`src/rtl/sprite_scheduler.sv`:
```
// Four-sprite scheduler sharing one synchronous sprite ROM in the VGA chain.
// Shadow config is committed on vsync rise; pixels pass through a 3-stage pipeline.
module sprite_scheduler #(
    parameter int          N_SPR        = 4,
    parameter int          SPR_W        = 48,
    parameter int          SPR_H        = 64,
    parameter logic [11:0] KEY          = 12'hF0F,
    parameter int          VGA_BUS_SIZE = 40
) (
    input  logic                    pclk,
    input  logic                    rst_n,
    input  logic                    cfg_valid,
    output logic                    cfg_ready,
    input  logic [1:0]              cfg_idx,
    input  logic [11:0]             cfg_x,
    input  logic [11:0]             cfg_y,
    input  logic                    cfg_en,
    input  logic [VGA_BUS_SIZE-1:0] vga_in,
    output logic [VGA_BUS_SIZE-1:0] vga_out,
    output logic [13:0]             rom_addr,
    input  logic [11:0]             rom_data,
    output logic                    frame_tick,
    output logic [N_SPR-1:0]        ovl_mask
);
    localparam int IDX_W = $clog2(N_SPR);

    // Bus layout: {hcount[11:0], vcount[11:0], hsync, vsync, hblnk, vblnk, rgb[11:0]}
    logic [11:0] w_h, w_v;
    logic        w_vsync, w_hblnk, w_vblnk;
    assign w_h     = vga_in[39:28];
    assign w_v     = vga_in[27:16];
    assign w_vsync = vga_in[14];
    assign w_hblnk = vga_in[13];
    assign w_vblnk = vga_in[12];

    logic [11:0]       r_sh_x  [N_SPR];
    logic [11:0]       r_sh_y  [N_SPR];
    logic [N_SPR-1:0]  r_sh_en;
    logic [11:0]       r_act_x [N_SPR];
    logic [11:0]       r_act_y [N_SPR];
    logic [N_SPR-1:0]  r_act_en;
    logic              r_vsync_prev, r_armed;
    logic [N_SPR-1:0]  r_acc;
    logic              r_hit1, r_hit2;
    logic [VGA_BUS_SIZE-1:0] r_vga1, r_vga2;

    logic              w_commit, w_cfg_we, w_hit, w_multi;
    logic [N_SPR-1:0]  w_cover;
    logic [IDX_W-1:0]  w_win;
    logic [5:0]        w_row, w_col;
    logic [11:0]       w_rgb_mix;

    // r_armed masks a vsync that is already high when reset releases.
    assign w_commit   = r_armed & w_vsync & ~r_vsync_prev;
    assign frame_tick = w_commit;
    assign cfg_ready  = rst_n & ~w_commit;
    assign w_cfg_we   = cfg_valid & cfg_ready;

    // Vsync edge detector and post-reset arming flag.
    always_ff @(posedge pclk or negedge rst_n) begin
        if (!rst_n) begin
            r_vsync_prev <= 1'b0;
            r_armed      <= 1'b0;
        end else begin
            r_vsync_prev <= w_vsync;
            r_armed      <= 1'b1;
        end
    end

    // Shadow config writes and atomic commit into the active set.
    always_ff @(posedge pclk or negedge rst_n) begin
        if (!rst_n) begin
            for (int i = 0; i < N_SPR; i++) begin
                r_sh_x[i]  <= 12'd0;
                r_sh_y[i]  <= 12'd0;
                r_act_x[i] <= 12'd0;
                r_act_y[i] <= 12'd0;
            end
            r_sh_en  <= '0;
            r_act_en <= '0;
        end else begin
            if (w_cfg_we) begin
                r_sh_x[cfg_idx]  <= cfg_x;
                r_sh_y[cfg_idx]  <= cfg_y;
                r_sh_en[cfg_idx] <= cfg_en;
            end
            if (w_commit) begin
                r_act_x  <= r_sh_x;
                r_act_y  <= r_sh_y;
                r_act_en <= r_sh_en;
            end
        end
    end

    // Per-sprite cover test with 13-bit bounds so right/bottom edges never wrap.
    always_comb begin
        w_cover = '0;
        for (int i = 0; i < N_SPR; i++) begin
            w_cover[i] = r_act_en[i] & ~w_hblnk & ~w_vblnk
                       & ({1'b0, w_h} >= {1'b0, r_act_x[i]})
                       & ({1'b0, w_h} <  ({1'b0, r_act_x[i]} + 13'(SPR_W)))
                       & ({1'b0, w_v} >= {1'b0, r_act_y[i]})
                       & ({1'b0, w_v} <  ({1'b0, r_act_y[i]} + 13'(SPR_H)));
        end
    end

    // Fixed-priority winner: scanning downward leaves the lowest covering index.
    always_comb begin
        w_win = '0;
        for (int i = N_SPR - 1; i >= 0; i--) begin
            if (w_cover[i]) begin
                w_win = IDX_W'(i);
            end else begin
                w_win = w_win;
            end
        end
    end

    assign w_hit   = |w_cover;
    assign w_multi = |(w_cover & (w_cover - N_SPR'(1)));
    assign w_row   = 6'(w_v - r_act_y[w_win]);
    assign w_col   = 6'(w_h - r_act_x[w_win]);

    // Stage 1/2: ROM address, hit flag and VGA delay line.
    always_ff @(posedge pclk or negedge rst_n) begin
        if (!rst_n) begin
            rom_addr <= 14'd0;
            r_hit1   <= 1'b0;
            r_hit2   <= 1'b0;
            r_vga1   <= '0;
            r_vga2   <= '0;
        end else begin
            if (w_hit) begin
                rom_addr <= {w_win, w_row, w_col};
            end else begin
                rom_addr <= rom_addr;
            end
            r_hit1 <= w_hit;
            r_hit2 <= r_hit1;
            r_vga1 <= vga_in;
            r_vga2 <= r_vga1;
        end
    end

    // Pixel mix: ROM pixel wins unless it is the transparent key.
    always_comb begin
        if (r_hit2 && (rom_data != KEY)) begin
            w_rgb_mix = rom_data;
        end else begin
            w_rgb_mix = r_vga2[11:0];
        end
    end

    // Stage 3: registered VGA output.
    always_ff @(posedge pclk or negedge rst_n) begin
        if (!rst_n) begin
            vga_out <= '0;
        end else begin
            vga_out <= {r_vga2[VGA_BUS_SIZE-1:12], w_rgb_mix};
        end
    end

    // Overlap accumulator; a set in the commit cycle belongs to the new frame.
    always_ff @(posedge pclk or negedge rst_n) begin
        if (!rst_n) begin
            r_acc    <= '0;
            ovl_mask <= '0;
        end else if (w_commit) begin
            ovl_mask <= r_acc;
            r_acc    <= w_multi ? w_cover : '0;
        end else if (w_multi) begin
            r_acc    <= r_acc | w_cover;
        end else begin
            r_acc    <= r_acc;
        end
    end
endmodule

```
`config.mk`:
```
export PLATFORM = sky130hd
export DESIGN_NAME = sprite_scheduler
export DESIGN_NICKNAME = d
export VERILOG_FILES = /design/src/rtl/sprite_scheduler.sv
export SDC_FILE = /design/constraint.sdc
export NUM_CORES = 1
export LEC_CHECK = 0
export BUFFER_PORTS_ARGS = -buffer_cell sky130_fd_sc_hd__buf_2
export CAP_MARGIN = 10
export CORE_ASPECT_RATIO = 1.5
export CORE_MARGIN = 2
export CORE_UTILIZATION = 30
export DETAILED_ROUTE_END_ITERATION = 8
export GPL_TIMING_DRIVEN = 0
export PLACE_DENSITY = 0.47
export SLEW_MARGIN = 20
export SYNTH_ARGS = -nofsm -noshare
export SYNTH_HDL_FRONTEND = slang
export SYNTH_SLANG_ARGS = --single-unit
```
`constraint.sdc`:
```
create_clock -name pclk -period 9.63 [get_ports pclk]
set_input_delay 0.963 -clock pclk [delete_from_list [all_inputs] [get_ports pclk]]
set_output_delay 0.963 -clock pclk [all_outputs]
set_load 0.02 [all_outputs]
```
==> flow_summary_export.csv <==
group,metric,value,unit
power_and_ir_drop,p_leak,9.02,nW
finish,layout_commonest_cell,"dfrtp_1",
finish,multi_input_area,7310,um2
timing,period_minus_slack,5940,ps
timing,period_share,61.6,%
critical_path,worstPathMaxFanout,10,
finish,syn_to_final_growth,18.3,%
critical_path,endpoint_kind,"register",
critical_path,critPathLaunchType,"register",
detailed_routing,drt_iter0_drc,561,
hold_path,min_to,"r_vga2[21]$_DFF_PN0_",
detailed_routing,vias,11565,
timing,setup_viol,0,
detailed_routing,drt_wl_total,48800,um
clock_network,cts_tree,"done",
die,core_area,54500,um2
logic_synthesis,synthArstFlopShare,100,%
finish,layout_common_cells,"dfrtp_1, nand2_1, ha_1",
finish,final_nets,1922,
placed_design,gp_congestion,0.856,
grt,grt_max_degree,96,
logic_synthesis,synth_ff_type,"dfrtp_1",
critical_path,r2r_start,"r_act_x[28]$_DFFE_PN0P_",
placed_design,io_buffer_count,141,
clock_network,cts_setup_buffers,0,
detailed_routing,first_pass_iters,4,
hold_path,holdPathStages,0,
finish,layout-drive-gt1-share,19.5,%
finish,n_antenna_cell,0,
power_and_ir_drop,ir_worst_vdd,0.110,mV
placed_design,dp_hpwl,37300,um
logic_synthesis,avgSynthCellArea,11.1,um2
logic_synthesis,synth_seq_cells,345,
clock_network,cts_resized,0,
logic_synthesis,syn_inst,1484,
critical_path,worstPathRequired,10050,ps
die,start_util,30.3,%
grt,overflow,0,
clock_network,clkSlewWorstSetupHoldPaths,60,ps
clock_network,root_buffer,"clkbuf_16",
finish,n_fill_cell,5394,
logic_synthesis,synth_cell_types,60,
timing,skew,20.1,ps
timing,slew_headroom,24.8,%
logic_synthesis,synth_edf_count,0,
clock_network,clock_path_buffers,3,
grt,grt_antenna_before_repair,0,
clock_network,clkSinkCount,345,
clock_network,hold_buffers,0,
logic_synthesis,syn_area,16500,um2
detailed_routing,antenna_left,0,
power_and_ir_drop,cellPowerDensity,235,nW/um2
timing,report.final.slew_viol_count,0,
hold_path,hp-start,"r_vga1[21]$_DFF_PN0_",
critical_path,r2r_cells,24,
clock_network,clk_latency,550,ps
critical_path,ff2ff_setup_slack,3690,ps
timing,rsz0062_at_grt,"false",
grt,grt_pass1_wl,73700,um
grt,grt_usage,17.3,%
timing,tightest_slew,1120,ps
finish,final_util,35.9,%
critical_path,critPathArrivalTime,6360,ps
die,io_pins,142,
logic_synthesis,yosysWarnings,0,
die,die_height,291,um
timing,whs,342,ps
hold_path,hp-class,"register to register",
run,maxCapViolations,0,
logic_synthesis,synth_nets,1738,
timing,timing.fmax,168,MHz
die,rows,105,
critical_path,path_class,"register to register",
die,die_x,196,um
logic_synthesis,seq_area_frac_synth,52.2,%
grt,grt_pass1_vias,12174,
clock_network,numCtsBuffers,37,
detailed_routing,route.detailed.drc,0,
timing,final-hold-violation-count,0,
detailed_routing,via_per_inst,4.84,
outcome,outcome,"complete, no violations",
clock_network,htree_levels,2,
detailed_routing,wl_per_cell,20.4,um
critical_path,r2r-end,"rom_addr[11]$_DFFE_PN0P_",
die,dieArea,57000,um2
finish,ff_latch_area,8630,um2
-- worst max path at each step --
stage / startpoint / endpoint / depth (start not counted)
after floorplan: r_act_x[40]$_DFFE_PN0P_ / rom_addr[5]$_DFFE_PN0P_ / 24
after global placement: rst_n / r_sh_y[41]$_DFFE_PN0P_ / 6
after detailed placement: vga_in[38] / rom_addr[11]$_DFFE_PN0P_ / 21
after CTS: r_act_x[16]$_DFFE_PN0P_ / rom_addr[11]$_DFFE_PN0P_ / 24
after global routing: r_act_x[28]$_DFFE_PN0P_ / rom_addr[5]$_DFFE_PN0P_ / 24
final: r_act_x[28]$_DFFE_PN0P_ / rom_addr[11]$_DFFE_PN0P_ / 24
-- sequential cells by signal, indices dropped and copies added, names as in the netlist, 14 cells and up --
name,cells
r_vga2,40
r_act_x,48
r_vga1,40
r_act_y,48
rom_addr,14
r_sh_y,48
vga_out,40
r_sh_x,48
-- area by class of cell --
type,instances,share of cell area (%)
buffer,41,0.864
clock buffer,50,5.45
clock inverter,14,1.40
inverter,113,2.17
multi-input combinational,985,37.4
sequential,345,44.1
tap,695,4.45
timing repair buffer,145,4.14
-- worst max-delay path, stage by stage, from the launching register on --
cell	delay, ps
dfrtp_1	430
inv_1	200
ha_1	300
nor4_1	460
xnor2_1	180
ha_1	260
a21o_1	160
a21oi_1	230
a32o_1	180
a31oi_1	80
nor4_1	400
o31a_1	410
nor2_1	100
nand2_1	160
clkbuf_1	470
o211ai_1	170
o21ai_1	240
ha_1	310
a21o_1	150
a21o_1	190
a21o_1	170
a21oi_1	170
xnor2_1	170
xnor2_1	140
o21ai_0	90
-- metrics by stage --
stage	instances	power, mW	area, um2	worst slack (ps)	setup TNS [ps]
after global placement	2320	3.01	18100	-827	-19930
after CTS	2388	4.65	19600	3650	0
after floorplan	1484	2.63	16500	4890	0
final	2388	4.59	19600	3690	0
after global routing	2388	4.87	19600	3280	0
after detailed placement	2324	3.05	18200	3240	0
-- cell usage after synthesis (16+ instances only) --
cell | n | share of area, %
dfrtp_1 | 345 | 52
nand2_1 | 197 | 4.5
ha_1 | 170 | 13
o21ai_0 | 129 | 3.9
inv_1 | 111 | 2.5
mux2_2 | 111 | 7.6
a21oi_1 | 56 | 1.7
xnor2_1 | 44 | 2.3
clkbuf_1 | 35 | 0.79
a21o_1 | 32 | 1.5
nor2_1 | 31 | 0.70
nand3_1 | 28 | 0.85
o21ai_1 | 16 | 0.48
-- layer usage --
metal	global-route usage [%]	part of all wire (%)	vias to the layer above
li1	-	-	5548
met1	19.0	39	5713
met5	0	0	-
met4	8.30	4.8	0
met3	2.13	2.9	96
met2	32.5	53	208
-- kinds of logic after synthesis --
family	Yosys count	share of synthesized area [%]
AO/OA/AOI/OAI	306	11.0
flip-flops	345	52.2
other	1	0.0227
buffers and inverters	154	3.59
adder cells (fa/ha/maj)	173	13.2
multiplexers	115	7.82
XOR/XNOR	50	2.65
AND/OR/NAND/NOR	340	9.56
-- power breakdown --
| group | total, mW | internal, mW | switching, mW |
|---|---|---|---|
| Sequential | 1.87 | 1.70 | 0.161 |
| Combinational | 1.15 | 0.483 | 0.666 |
| Clock | 1.57 | 0.968 | 0.604 |
| Total | 4.59 | 3.16 | 1.43 |
No activity file was read; power rests on OpenSTA's default activity.
